[config.mk]
export PLATFORM = sky130hd
export DESIGN_NAME = audio_frame_packer
export DESIGN_NICKNAME = d
export VERILOG_FILES = /design/src/rtl/audio_frame_packer.sv
export SDC_FILE = /design/constraint.sdc
export NUM_CORES = 1
export LEC_CHECK = 0
export CAP_MARGIN = 20
export CORE_UTILIZATION = 25
export DETAILED_ROUTE_END_ITERATION = 7
export GPL_ROUTABILITY_DRIVEN = 1
export PLACE_DENSITY_LB_ADDON = 0.15
export REMOVE_ABC_BUFFERS = 1
export SLEW_MARGIN = 20
export SYNTH_ARGS = -nofsm -noshare
export SYNTH_HDL_FRONTEND = slang
export SYNTH_SLANG_ARGS = --single-unit
[constraint.sdc]
create_clock -name sclk -period 5.5 [get_ports sclk]
set_input_delay 1.65 -clock sclk [delete_from_list [all_inputs] [get_ports sclk]]
set_output_delay 1.65 -clock sclk [all_outputs]
set_load 0.01 [all_outputs]
[src/rtl/audio_frame_packer.sv]
// Pairs left/right decoder samples into stereo frames and queues them in a small FWFT FIFO.
// Optional drop counter enabled by defining AUDIO_FRAME_PACKER_DROP_COUNT_EN.
module audio_frame_packer #(
  parameter int DEPTH = 4,
  parameter int W     = 24
) (
  input  logic                     sclk,
  input  logic                     reset,
  input  logic                     s_valid,
  output logic                     s_ready,
  input  logic                     s_is_left,
  input  logic [31:0]              s_audio,
  input  logic                     s_error,
  output logic                     m_valid,
  input  logic                     m_ready,
  output logic [W-1:0]             m_left,
  output logic [W-1:0]             m_right,
  output logic [$clog2(DEPTH):0]   fifo_level,
  output logic [15:0]              drop_count
);

  localparam int AW = $clog2(DEPTH);
  localparam logic [AW:0]   FULL_LVL = (AW+1)'(DEPTH);
  localparam logic [AW:0]   LVL_ONE  = (AW+1)'(1);
  localparam logic [AW-1:0] PTR_ONE  = AW'(1);

  typedef enum logic {WAIT_LEFT = 1'b0, WAIT_RIGHT = 1'b1} state_e;

  state_e        state_q, state_d;
  logic [W-1:0]  hold_left_q, hold_left_d;
  logic [W-1:0]  sample;
  logic [W-1:0]  mem_left_q  [DEPTH];
  logic [W-1:0]  mem_right_q [DEPTH];
  logic [AW-1:0] wr_ptr_q, rd_ptr_q;
  logic [AW:0]   level_q;
  logic          full, accept, push, pop;
  logic [1:0]    drops;
  logic          unused_audio;

  assign sample       = s_audio[31 -: W];
  assign unused_audio = ^s_audio;
  assign full         = (level_q == FULL_LVL);
  // Depends on registered state only; no path from m_ready.
  assign s_ready      = (state_q == WAIT_LEFT) || !full;
  assign accept       = s_valid && s_ready;
  assign m_valid      = (level_q != '0);
  assign pop          = m_valid && m_ready;
  assign fifo_level   = level_q;
  assign m_left       = mem_left_q[rd_ptr_q];
  assign m_right      = mem_right_q[rd_ptr_q];

  always_ff @(posedge sclk or posedge reset) begin
    if (reset) begin
      state_q     <= WAIT_LEFT;
      hold_left_q <= '0;
    end else begin
      state_q     <= state_d;
      hold_left_q <= hold_left_d;
    end
  end

  always_comb begin
    state_d     = state_q;
    hold_left_d = hold_left_q;
    if (s_error) begin
      state_d = WAIT_LEFT;
    end else if (accept) begin
      if (s_is_left) begin
        hold_left_d = sample;
        state_d     = WAIT_RIGHT;
      end else begin
        state_d = WAIT_LEFT;
      end
    end
  end

  always_comb begin
    push  = 1'b0;
    drops = 2'd0;
    if (s_error) begin
      // Both the incoming sample and a pending left can be lost in one cycle.
      drops = {1'b0, accept} + {1'b0, (state_q == WAIT_RIGHT)};
    end else if (accept) begin
      if (state_q == WAIT_LEFT) begin
        drops = s_is_left ? 2'd0 : 2'd1;
      end else begin
        push  = !s_is_left;
        drops = s_is_left ? 2'd1 : 2'd0;
      end
    end
  end

  always_ff @(posedge sclk or posedge reset) begin
    if (reset) begin
      wr_ptr_q <= '0;
      rd_ptr_q <= '0;
      level_q  <= '0;
    end else begin
      if (push) wr_ptr_q <= wr_ptr_q + PTR_ONE;
      if (pop)  rd_ptr_q <= rd_ptr_q + PTR_ONE;
      case ({push, pop})
        2'b10:   level_q <= level_q + LVL_ONE;
        2'b01:   level_q <= level_q - LVL_ONE;
        default: level_q <= level_q;
      endcase
    end
  end

  always_ff @(posedge sclk) begin
    if (push) begin
      mem_left_q[wr_ptr_q]  <= hold_left_q;
      mem_right_q[wr_ptr_q] <= sample;
    end
  end

`ifdef AUDIO_FRAME_PACKER_DROP_COUNT_EN
  logic [15:0] drop_cnt_q;
  logic [16:0] drop_sum;

  assign drop_sum   = {1'b0, drop_cnt_q} + {15'd0, drops};
  assign drop_count = drop_cnt_q;

  always_ff @(posedge sclk or posedge reset) begin
    if (reset) drop_cnt_q <= '0;
    else       drop_cnt_q <= drop_sum[16] ? 16'hFFFF : drop_sum[15:0];
  end
`else
  logic unused_drops;
  assign unused_drops = ^drops;
  assign drop_count   = 16'h0000;
`endif

endmodule

==> key figures <==
GRT
  • M1 GR Usage: 0.128
  • Largest net degree at the start of global routing: 34
  • Total grt overflow: 0
  • Total GRT Usage: 0.101
  • Busiest grt layer: met2
  • Number of global-route vias before repair: 4211
  • Met3 Use GR: 0.0229
  • Met2 Usage GRT: 0.170
  • First-pass GRT wire length: 25.3 mm
  • Initial antenna violation count: 1

Yosys
  • Yosys synthesis warning count: 0
  • Post-synth top flop: edfxtp_1
  • Synth Instances: 364
  • Cell taking the most area after synthesis: edfxtp_1
  • Mapped Area: 0.00842 sq mm
  • Async set-reset flop share out of synthesis: 0.143
  • Commonest cells in the synthesized netlist: edfxtp_1 (192), mux4_2 (48), dfrtp_1 (32)
  • #FFs+latches synth: 224
  • Synth area leaders: edfxtp_1 (68%), mux4_2 (13%), dfrtp_1 (9.5%)
  • Avg Synthesized Cell Area: 23.1 sq um
  • Synth top area share: 0.684
  • Netlist cell types: 26
  • Register area share after synthesis: 0.779
  • Count leader, synth: edfxtp_1
  • Post-synth EDFFs: 192

STA
  • Final setup fails: 0
  • RSZ-0062 raised after global routing: false
  • Rel. slew slack: 0.407
  • Setup ws final: 1.00 ns
  • Fmax: 222 MHz
  • Period utilization: 0.818
  • Setup tns final: 0 ns
  • Fin Hold WS: 0.494 ns
  • Max-slew violations: 0
  • Worst Tran Pin Value: 0.888 ns
  • Final Hold Vio Count: 0
  • Fin crit period: 4.50 ns
  • Skew final: 0.0242 ns

Clock network
  • TritonCTS clock tree: built
  • Clock Sinks: 224
  • CTS Buffer Depth: 3
  • Hold-fix buffers at CTS: 0
  • Setup bufs post-CTS: 0
  • Worst-path clk slew: 0.06 ns
  • H-tree lvl count: 1
  • Clock root buffer: clkbuf_16
  • Number of buffers created by CTS: 25
  • Worst skew pair latency: 0.52 ns
  • Post-CTS sizing: 0

Power and ir drop
  • Total chip power: 0.00499 W
  • Total power per unit cell area: 469 mW/mm^2
  • Peak supply drop: 255 uV
  • Static leakage: 3.51 nW

Routing
  • DRC viols: 0
  • Post-DR wirelength/cell: 18.0 microns
  • Via count: 3781
  • Drt total wl: 16.7 mm
  • Drt first pass iters: 5
  • Initial drt markers: 146
  • Drt via density: 4.07
  • Final ANT Viol Nets: 0

Setup path
  • Crit path arrival time: 2.85 ns
  • CP bufs+invs: 2
  • Slowest CP cell: dfrtp_4
  • Critical path peak fanout: 29
  • CP required: 3.85 ns
  • Nature of the critical path endpoint: output port
  • Critical-path cell list: buf_4 -> mux4_2 -> clkdlybuf4s50_1
  • Cell family with the largest share of critical-path delay: buffers and inverters
  • CP peak stage delay: 0.84 ns
  • Crit path launch type: register
  • WS Path Type: reg2out

Placed design
  • DP HPWL: 9.60 mm
  • GPL Wtd Cong: 0.654
  • Port Buf Inserts: 82
  • Pre-CTS setup slack: 1.43 ns

Floorplanning
  • Die area: 0.0344 sq mm
  • Die width: 186 microns
  • Die extent in y: 186 microns
  • I/O pins: 107
  • Std cell rows: 66
  • Starting Density: 0.256
  • Core area: 0.0329 sq mm

Final layout
  • Final Util: 0.324
  • Share of layout cells above drive strength 1: 0.273
  • Synthesis-to-layout area growth: 26.3%
  • Nets: 512
  • Diodes inserted: 0

Outcome
  • Status: complete, no violations

Min path
  • Hold Crit Class: reg2reg

Flow run
  • Max_cap viols: 0
registers in the layout, indices dropped and copies added, names as in the netlist:
name         count
mem_left_q      96
rd_ptr_q         2
wr_ptr_q         2
hold_left_q     24
mem_right_q     96
fifo_level       3
state_q          1
cells by family (layout without fill, tap and decap cells):
family,count (synthesis),count (layout),share of synthesized area
AOI/OAI and AO/OA,2,2,0.00208
xor gates and xnor gates,6,6,0.00624
adders and majority gates,6,6,0.00980
buffers and inverters,38,146,0.0267
DFF,224,224,0.779
muxes,74,74,0.163
other,1,16,0.000445
and+or+nand+nor,13,13,0.0123
worst reg2reg max path, stage by stage (launching register included):
cell      delay (ns)
dfrtp_1         0.46
and4bb_4        0.26
nor4_4          0.43
and2_2          0.63
buf_12          0.32
report_power, final:
part / total [W] / switching (W) / internal (W)
Combinational: 0.00119 / 0.000456 / 0.000733
Sequential: 0.00216 / 0.000186 / 0.00197
Clock: 0.00165 / 0.000642 / 0.00101
per-layer routing:
metal,up-vias,part of all wire
met5,-,0.00048
met4,2,0.029
met3,33,0.046
met2,95,0.49
met1,1997,0.44
li1,1654,-
area by class of cell:
class                      instances  area, sq um
tap                              442          553
inverter                           9         33.8
multi-input combinational        117         1690
fill                            3193        22200
clock inverter                     8         47.5
sequential                       224         6570
clock buffer                      38          800
timing repair buffer              91          938
placed cells by master, fill, tap and decap left out, drive strengths merged, types with 3 or more instances in the layout:
cell type / instances
and2: 4
buf: 9
clkbuf: 38
clkdlybuf4s50: 82
clkinv: 6
conb: 16
dfrtp: 32
edfxtp: 192
ha: 5
inv: 11
mux2: 25
mux4: 48
nand2: 4
xnor2: 3
xor2: 3
through the flow:
step | instances | area, sq um
after global routing | 929 | 10600
after floorplan | 350 | 8290
after CTS | 929 | 10600
after detailed placement | 883 | 9790
after global placement | 883 | 9790
final | 929 | 10600
path summary, 6_finish.rpt:
kind	startpoint	endpoint	slack, ns	depth (start not counted)
max	rd_ptr_q[0]	m_left[23]	1.00	3
min	hold_left_q[3]	mem_left_q[2][3]	0.49	0
max reg2reg	fifo_level[0]	mem_left_q[0][6]	3.05	4
min reg2reg	hold_left_q[3]	mem_left_q[2][3]	0.49	0
max in group asynchronous	reset	rd_ptr_q[0]	3.16	2
min in group asynchronous	reset	hold_left_q[17]	1.69	2
No activity file was read; power rests on OpenSTA's default activity.
